`src/rtl/pe_array_in_sel_ctrl_if.sv`:
```
// Handshake bundle between pe_array_in_sel_ctrl and the layer controller / buffer banks.
// The master modport is the sequencer side; the slave modport is the environment side.
interface pe_array_in_sel_ctrl_if;
  logic       start;
  logic       done;
  logic       busy;
  logic       w_load_req;
  logic       w_load_ack;
  logic       act_valid;
  logic       pe_ready;
  logic       act_rd_en;
  logic [1:0] compressed_act_in_sel;
  logic       last_row_shadow_afifo_in_sel;
  logic       wreg_in_sel;

  modport master (
    input  start, w_load_ack, act_valid, pe_ready,
    output done, busy, w_load_req, act_rd_en,
           compressed_act_in_sel, last_row_shadow_afifo_in_sel, wreg_in_sel
  );

  modport slave (
    output start, w_load_ack, act_valid, pe_ready,
    input  done, busy, w_load_req, act_rd_en,
           compressed_act_in_sel, last_row_shadow_afifo_in_sel, wreg_in_sel
  );
endinterface

```
`src/rtl/pe_array_in_sel_ctrl.sv`:
```
// Sequencer for the PE-array data-in muxes: per pass, one weight load plus one activation
// stream per kernel row. Optional PE_IN_CTRL_FORCE_DUMMY_EN adds a dbg_force_dummy override.
module pe_array_in_sel_ctrl #(
  parameter int LEN_W  = 16,
  parameter int PASS_W = 8
) (
  input  logic                  clk,
  input  logic                  rst,
`ifdef PE_IN_CTRL_FORCE_DUMMY_EN
  input  logic                  dbg_force_dummy,
`endif
  pe_array_in_sel_ctrl_if.master bus,
  input  logic [1:0]            cfg_kernel_h,
  input  logic [LEN_W-1:0]      cfg_act_len,
  input  logic [PASS_W-1:0]     cfg_num_passes,
  output logic [1:0]            cur_krow,
  output logic [PASS_W-1:0]     cur_pass
);

  typedef enum logic [1:0] {
    S_IDLE   = 2'd0,
    S_LOAD_W = 2'd1,
    S_STREAM = 2'd2,
    S_DONE   = 2'd3
  } state_t;

  localparam logic [LEN_W-1:0]  LEN_ONE  = LEN_W'(1);
  localparam logic [PASS_W-1:0] PASS_ONE = PASS_W'(1);

  state_t              state_r, state_s;
  logic [1:0]          krow_r, krow_s, kh_m1_r;
  logic [PASS_W-1:0]   pass_r, pass_s, np_r;
  logic [LEN_W-1:0]    beat_r, beat_s, len_r;
  logic                latch_s, row_end_s, rd_en_s, force_s, active_s;
  logic                req_r, sel_en_r, busy_r, done_r;
  logic [1:0]          sel_r;

`ifdef PE_IN_CTRL_FORCE_DUMMY_EN
  assign force_s = dbg_force_dummy;
`else
  assign force_s = 1'b0;
`endif

  assign active_s = (state_s == S_LOAD_W) || (state_s == S_STREAM);

  // The beat transfer is combinational so a pop costs no extra cycle of latency.
  assign bus.act_rd_en                    = rd_en_s;
  assign bus.compressed_act_in_sel        = force_s ? 2'd0 : sel_r;
  assign bus.wreg_in_sel                  = sel_en_r & ~force_s;
  assign bus.last_row_shadow_afifo_in_sel = sel_en_r & ~force_s;
  assign bus.w_load_req                   = req_r;
  assign bus.busy                         = busy_r;
  assign bus.done                         = done_r;
  assign cur_krow                         = krow_r;
  assign cur_pass                         = pass_r;

  // Next-state, counter and end-of-kernel-row decisions.
  always_comb begin
    state_s   = state_r;
    krow_s    = krow_r;
    pass_s    = pass_r;
    beat_s    = beat_r;
    latch_s   = 1'b0;
    row_end_s = 1'b0;
    rd_en_s   = (state_r == S_STREAM) && bus.act_valid && bus.pe_ready && !force_s;
    case (state_r)
      S_IDLE: begin
        if (bus.start) begin
          latch_s = 1'b1;
          krow_s  = 2'd0;
          pass_s  = '0;
          beat_s  = '0;
          state_s = (cfg_num_passes == '0) ? S_DONE : S_LOAD_W;
        end else begin
          state_s = S_IDLE;
        end
      end
      S_LOAD_W: begin
        if (bus.w_load_ack) begin
          beat_s = '0;
          // A zero-length stream skips STREAM entirely.
          if (len_r == '0) begin
            row_end_s = 1'b1;
          end else begin
            state_s = S_STREAM;
          end
        end else begin
          state_s = S_LOAD_W;
        end
      end
      S_STREAM: begin
        if (rd_en_s) begin
          if (beat_r == len_r - LEN_ONE) begin
            row_end_s = 1'b1;
          end else begin
            beat_s = beat_r + LEN_ONE;
          end
        end else begin
          beat_s = beat_r;
        end
      end
      S_DONE:  state_s = S_IDLE;
      default: state_s = S_IDLE;
    endcase
    if (row_end_s) begin
      if (krow_r < kh_m1_r) begin
        krow_s  = krow_r + 2'd1;
        state_s = S_LOAD_W;
      end else if (pass_r < np_r - PASS_ONE) begin
        pass_s  = pass_r + PASS_ONE;
        krow_s  = 2'd0;
        state_s = S_LOAD_W;
      end else begin
        state_s = S_DONE;
      end
    end else begin
      krow_s = krow_s;
    end
  end

  // State, counters, latched config and registered outputs.
  always_ff @(posedge clk) begin
    if (rst) begin
      state_r  <= S_IDLE;
      krow_r   <= 2'd0;
      pass_r   <= '0;
      beat_r   <= '0;
      kh_m1_r  <= 2'd0;
      len_r    <= '0;
      np_r     <= '0;
      req_r    <= 1'b0;
      sel_en_r <= 1'b0;
      sel_r    <= 2'd0;
      busy_r   <= 1'b0;
      done_r   <= 1'b0;
    end else begin
      state_r <= state_s;
      krow_r  <= krow_s;
      pass_r  <= pass_s;
      beat_r  <= beat_s;
      if (latch_s) begin
        kh_m1_r <= (cfg_kernel_h == 2'd0) ? 2'd0 : (cfg_kernel_h - 2'd1);
        len_r   <= cfg_act_len;
        np_r    <= cfg_num_passes;
      end
      req_r    <= (state_s == S_LOAD_W);
      sel_en_r <= active_s;
      sel_r    <= active_s ? (krow_s + 2'd1) : 2'd0;
      busy_r   <= (state_s != S_IDLE);
      done_r   <= (state_s == S_DONE);
    end
  end

endmodule
```
`src/flat_wrapper.sv`:
```
// flat-port wrapper written by rule: the top's interface ports become plain ports
module pe_array_in_sel_ctrl_flat 
#(
  parameter int LEN_W  = 16,
  parameter int PASS_W = 8
)
  (clk, rst, cfg_kernel_h, cfg_act_len, cfg_num_passes, cur_krow, cur_pass, bus_start, bus_w_load_ack, bus_act_valid, bus_pe_ready, bus_done, bus_busy, bus_w_load_req, bus_act_rd_en, bus_compressed_act_in_sel, bus_last_row_shadow_afifo_in_sel, bus_wreg_in_sel);
  pe_array_in_sel_ctrl_if bus_i ();
  input  logic clk;
  input  logic rst;
  input  logic [1:0] cfg_kernel_h;
  input  logic [LEN_W-1:0] cfg_act_len;
  input  logic [PASS_W-1:0] cfg_num_passes;
  output logic [1:0] cur_krow;
  output logic [PASS_W-1:0] cur_pass;
  input wire logic [$bits(bus_i.start)-1:0] bus_start;
  input wire logic [$bits(bus_i.w_load_ack)-1:0] bus_w_load_ack;
  input wire logic [$bits(bus_i.act_valid)-1:0] bus_act_valid;
  input wire logic [$bits(bus_i.pe_ready)-1:0] bus_pe_ready;
  output wire logic [$bits(bus_i.done)-1:0] bus_done;
  output wire logic [$bits(bus_i.busy)-1:0] bus_busy;
  output wire logic [$bits(bus_i.w_load_req)-1:0] bus_w_load_req;
  output wire logic [$bits(bus_i.act_rd_en)-1:0] bus_act_rd_en;
  output wire logic [$bits(bus_i.compressed_act_in_sel)-1:0] bus_compressed_act_in_sel;
  output wire logic [$bits(bus_i.last_row_shadow_afifo_in_sel)-1:0] bus_last_row_shadow_afifo_in_sel;
  output wire logic [$bits(bus_i.wreg_in_sel)-1:0] bus_wreg_in_sel;
  assign bus_i.start = bus_start;
  assign bus_i.w_load_ack = bus_w_load_ack;
  assign bus_i.act_valid = bus_act_valid;
  assign bus_i.pe_ready = bus_pe_ready;
  assign bus_done = bus_i.done;
  assign bus_busy = bus_i.busy;
  assign bus_w_load_req = bus_i.w_load_req;
  assign bus_act_rd_en = bus_i.act_rd_en;
  assign bus_compressed_act_in_sel = bus_i.compressed_act_in_sel;
  assign bus_last_row_shadow_afifo_in_sel = bus_i.last_row_shadow_afifo_in_sel;
  assign bus_wreg_in_sel = bus_i.wreg_in_sel;
  pe_array_in_sel_ctrl #(.LEN_W(LEN_W), .PASS_W(PASS_W)) u_core (.clk(clk), .rst(rst), .bus(bus_i), .cfg_kernel_h(cfg_kernel_h), .cfg_act_len(cfg_act_len), .cfg_num_passes(cfg_num_passes), .cur_krow(cur_krow), .cur_pass(cur_pass));
endmodule
```
`config.mk`:
```
export PLATFORM = sky130hd
export DESIGN_NAME = pe_array_in_sel_ctrl_flat
export DESIGN_NICKNAME = d
export VERILOG_FILES = /design/src/rtl/pe_array_in_sel_ctrl_if.sv /design/src/rtl/pe_array_in_sel_ctrl.sv /design/src/flat_wrapper.sv
export SDC_FILE = /design/constraint.sdc
export NUM_CORES = 1
export LEC_CHECK = 0
export BUFFER_PORTS_ARGS = -buffer_cell sky130_fd_sc_hd__clkbuf_2
export CAP_MARGIN = 20
export CORE_MARGIN = 2
export CORE_UTILIZATION = 45
export DETAILED_ROUTE_END_ITERATION = 16
export PLACE_DENSITY = 0.7
export SLEW_MARGIN = 10
export SYNTH_ARGS = -nofsm -noshare
export SYNTH_HDL_FRONTEND = slang
export SYNTH_SLANG_ARGS = --single-unit
export TNS_END_PERCENT = 10
```
`constraint.sdc`:
```
create_clock -name clk -period 4.3 [get_ports clk]
set_input_delay 0.43 -clock clk [delete_from_list [all_inputs] [get_ports clk]]
set_output_delay 0.43 -clock clk [all_outputs]
set_load 0.1 [all_outputs]
```
==> impl_metrics.ini <==
[outcome]
status = finished, final reports clean

[critical_path]
rr_endpoint = u_core.bus.compressed_act_in_sel[1]
arrival_ns = 3.75
worst_setup_path_end_kind = flop
startpoint_type = flop
cp_max_fo = 10
critPathKind = flop to flop
critPathMaxStageDelay_ns = 0.55
crit_required_ns = 4.52
rrSetupSlack_ns = 0.77
crit_family = simple AND/OR/NAND/NOR gates
cp_slowest_cell = or4_1
cp.depth = 13
path_cells = or4_1, nor4_1, xnor2_1, ha_1, a2111oi_0, a22o_1, nor2_1, mux2i_1, ha_1, nand2b_1, nor2_1, nand3_1, o31ai_1
cp_num_buf_inv = 0
rr_worst_depth = 13
endpoint = u_core.bus.compressed_act_in_sel[1]
startpoint = u_core.np_r[2]
reg2reg_from = u_core.np_r[2]

[yosys]
synthAdderAreaFrac_pct = 6.340
synth_nets = 521
synth_top_family_by_area = simple AND/OR/NAND/NOR gates
synth_top_area_cell = dfxtp_1
synth_flop_cell = dfxtp_1
synth-xor-area-share_pct = 7.641
ys_ff_latch = 60
synth_most_common_cell = nand2_1
synthCells = 470
async_flop_share_pct = 0
synth_compound_area_share_pct = 17.65
synth_top_area_share_pct = 32.03
synth_edf_count = 0
syn-cell-area_um2 = 3750
synth_area_per_cell_um2 = 7.978
synth.distinct_cells = 55
yosys_warnings = 0
ys_top_cells_by_count = 83 x nand2_1, 60 x dfxtp_1, 42 x a21oi_1
synth.area.top_cells = dfxtp_1 32%, nand2_1 8.3%, ha_1 6.3%, a21oi_1 5.6%, xnor2_1 5.1%
yosys.area_share.simple_pct = 28.06
synthMuxAreaShare_pct = 4.004
yosysSeqAreaShare_pct = 32.03

[final_layout]
fin_util_pct = 51.84
design_area_um2 = 4217
syn2layout_area_growth_pct = 12.45
nets = 562
n_antenna_cell = 0
layout-drive-gt1-share_pct = 15.37

[floorplanning]
ioPinCount = 50
start_util_pct = 46.10
core_area_um2 = 8134
die_area_um2 = 9079
die_h_um = 95.29
std_cell_rows = 33
die_w_um = 95.29

[place]
post-place-ws_ns = 0.8002
dpl.hpwl_um = 6661
place_area_um2 = 4045
place.gp.congestion = 0.8791
portBuffers = 49

[power_and_ir_drop]
swShare_pct = 35.31
p_per_area_nw_per_um2 = 344.2
power_frac_seq_pct = 42.5
p_leak_nw = 1.639
power.internal_mw = 0.9389
pwr-share-comb_pct = 27.9
power.switching_mw = 0.5124
peakVddDrop_v = 0.0001544
power_mw = 1.451
clockPowerShare_pct = 29.6

[clock_tree]
cts_sinks = 60
hold_buffers = 0
cts_root_buf = clkbuf_8
cts_made_buffers = 9
cts_setup_buffers = 0
cts_resized = 0
clockBufferDepth = 2
htree_levels = 3
path_clk_slew_ns = 0.06
clock_latency_ns = 0.34
cts_tree = built

[timing]
tightest_slew_ns = 0.9165
hold_violations = 0
grt_setup_unrepaired = false
max_freq_ghz = 0.2830
setup_slack_ns = 0.7670
relSlewSlack_pct = 38.39
fin_worst_skew_ns = 0.009114
setup_viol = 0
min_period_ns = 3.533
timing.final.crit_share_pct = 82.16
drv_slew = 0
setup_tns_ns = 0

[routing]
dr.first_iter.drc_count = 135
ant_nets = 0
wire_per_inst_um = 14.71
first_pass_iters = 4
num_vias = 3490
avgViaCountPerCell = 5.638
drt-total-wl_um = 9105
drc = 0

[global_routing]
grt.total_usage_pct = 21.02
grt_pass1_wl_um = 14990
grt_max_degree = 60
antenna_found_initial = 0
grt-ovfl-total = 0
grt_pass1_vias = 3187

[flow_run]
maxCapViolCount = 0

[hold_path]
worstHoldPathType = input port to flop
-- power groups by stage --
stage                     sequential, mW  clock [mW]  combinational [mW]
after floorplan                    0.674           0               0.270
after global placement             0.628           0               0.392
after detailed placement           0.629           0               0.401
after CTS                          0.616       0.445               0.402
after global routing               0.621       0.467               0.449
final                              0.617       0.429               0.406
-- layout make-up --
cell class / instances / area, um2
clock buffer: 11 / 141.4
tap: 105 / 131.4
inverter: 13 / 48.80
fill: 802 / 3918
clock inverter: 3 / 15.01
sequential: 60 / 1201
multi-input combinational: 373 / 2389
timing repair buffer: 54 / 290.3
-- worst min-delay path by stage --
| stage | cells past startpoint | to | from | slack [ns] |
|---|---|---|---|---|
| CTS | 3 | u_core.len_r[14] | cfg_act_len[14] | 0.30 |
| finish | 3 | u_core.len_r[7] | cfg_act_len[7] | 0.31 |
| global placement | 2 | u_core.kh_m1_r[0] | u_core.kh_m1_r[0] | 0.44 |
| global route | 3 | u_core.len_r[3] | cfg_act_len[3] | 0.31 |
| floorplan | 2 | u_core.kh_m1_r[1] | u_core.kh_m1_r[1] | 0.43 |
| detailed placement | 2 | u_core.kh_m1_r[1] | u_core.kh_m1_r[1] | 0.45 |
-- logic make-up after synthesis --
group / Yosys count
fa+ha+maj: 19
simple gates: 209
compound gates: 99
mux: 15
flops: 60
buf+inv: 37
xor+xnor: 31
-- worst min-delay path, cell delays in order --
cell      delay, ns
clkbuf_2       0.08
nand2_1        0.04
a21oi_1        0.05
-- per-stage QoR --
stage / cells / hold slack (ns)
2_1_floorplan: 470 / 0.4319
3_3_place_gp: 604 / 0.4433
3_5_place_dp: 604 / 0.4520
4_1_cts: 618 / 0.2993
5_1_grt: 619 / 0.3108
6_report: 619 / 0.3141
-- state kept, by name, indices dropped and copies added (netlist names) --
register	cells
u_core.beat_r	16
u_core.bus.busy	1
u_core.bus.compressed_act_in_sel	2
u_core.bus.done	1
u_core.bus.last_row_shadow_afifo_in_sel	1
u_core.bus.w_load_req	1
u_core.cur_krow	2
u_core.cur_pass	8
u_core.kh_m1_r	2
u_core.len_r	16
u_core.np_r	8
u_core.state_r	2
-- cells in the final DEF (no fill, tap or decap), drive strengths merged, types with 5 or more instances in the layout --
cell      n
ha       19
o21ai    11
nand3    15
and2      8
o311ai    6
xor2      8
nor3     16
o2111ai   8
nand2    83
buf       5
dfxtp    60
o211ai    7
nor2b    10
nor2     25
clkbuf   60
xnor2    22
or3      17
mux2i    15
nand4    12
nor4      9
inv      12
a21oi    42
-- routing by layer --
metal / vias to the layer above / GRT usage, % / wire, um
met5: - / 0 / 0
met4: 0 / 7.246 / 164
met3: 16 / 4.506 / 382
met2: 75 / 34.68 / 4375
met1: 1626 / 27.12 / 4182
li1: 1773 / - / -
No activity file was read; power rests on OpenSTA's default activity.
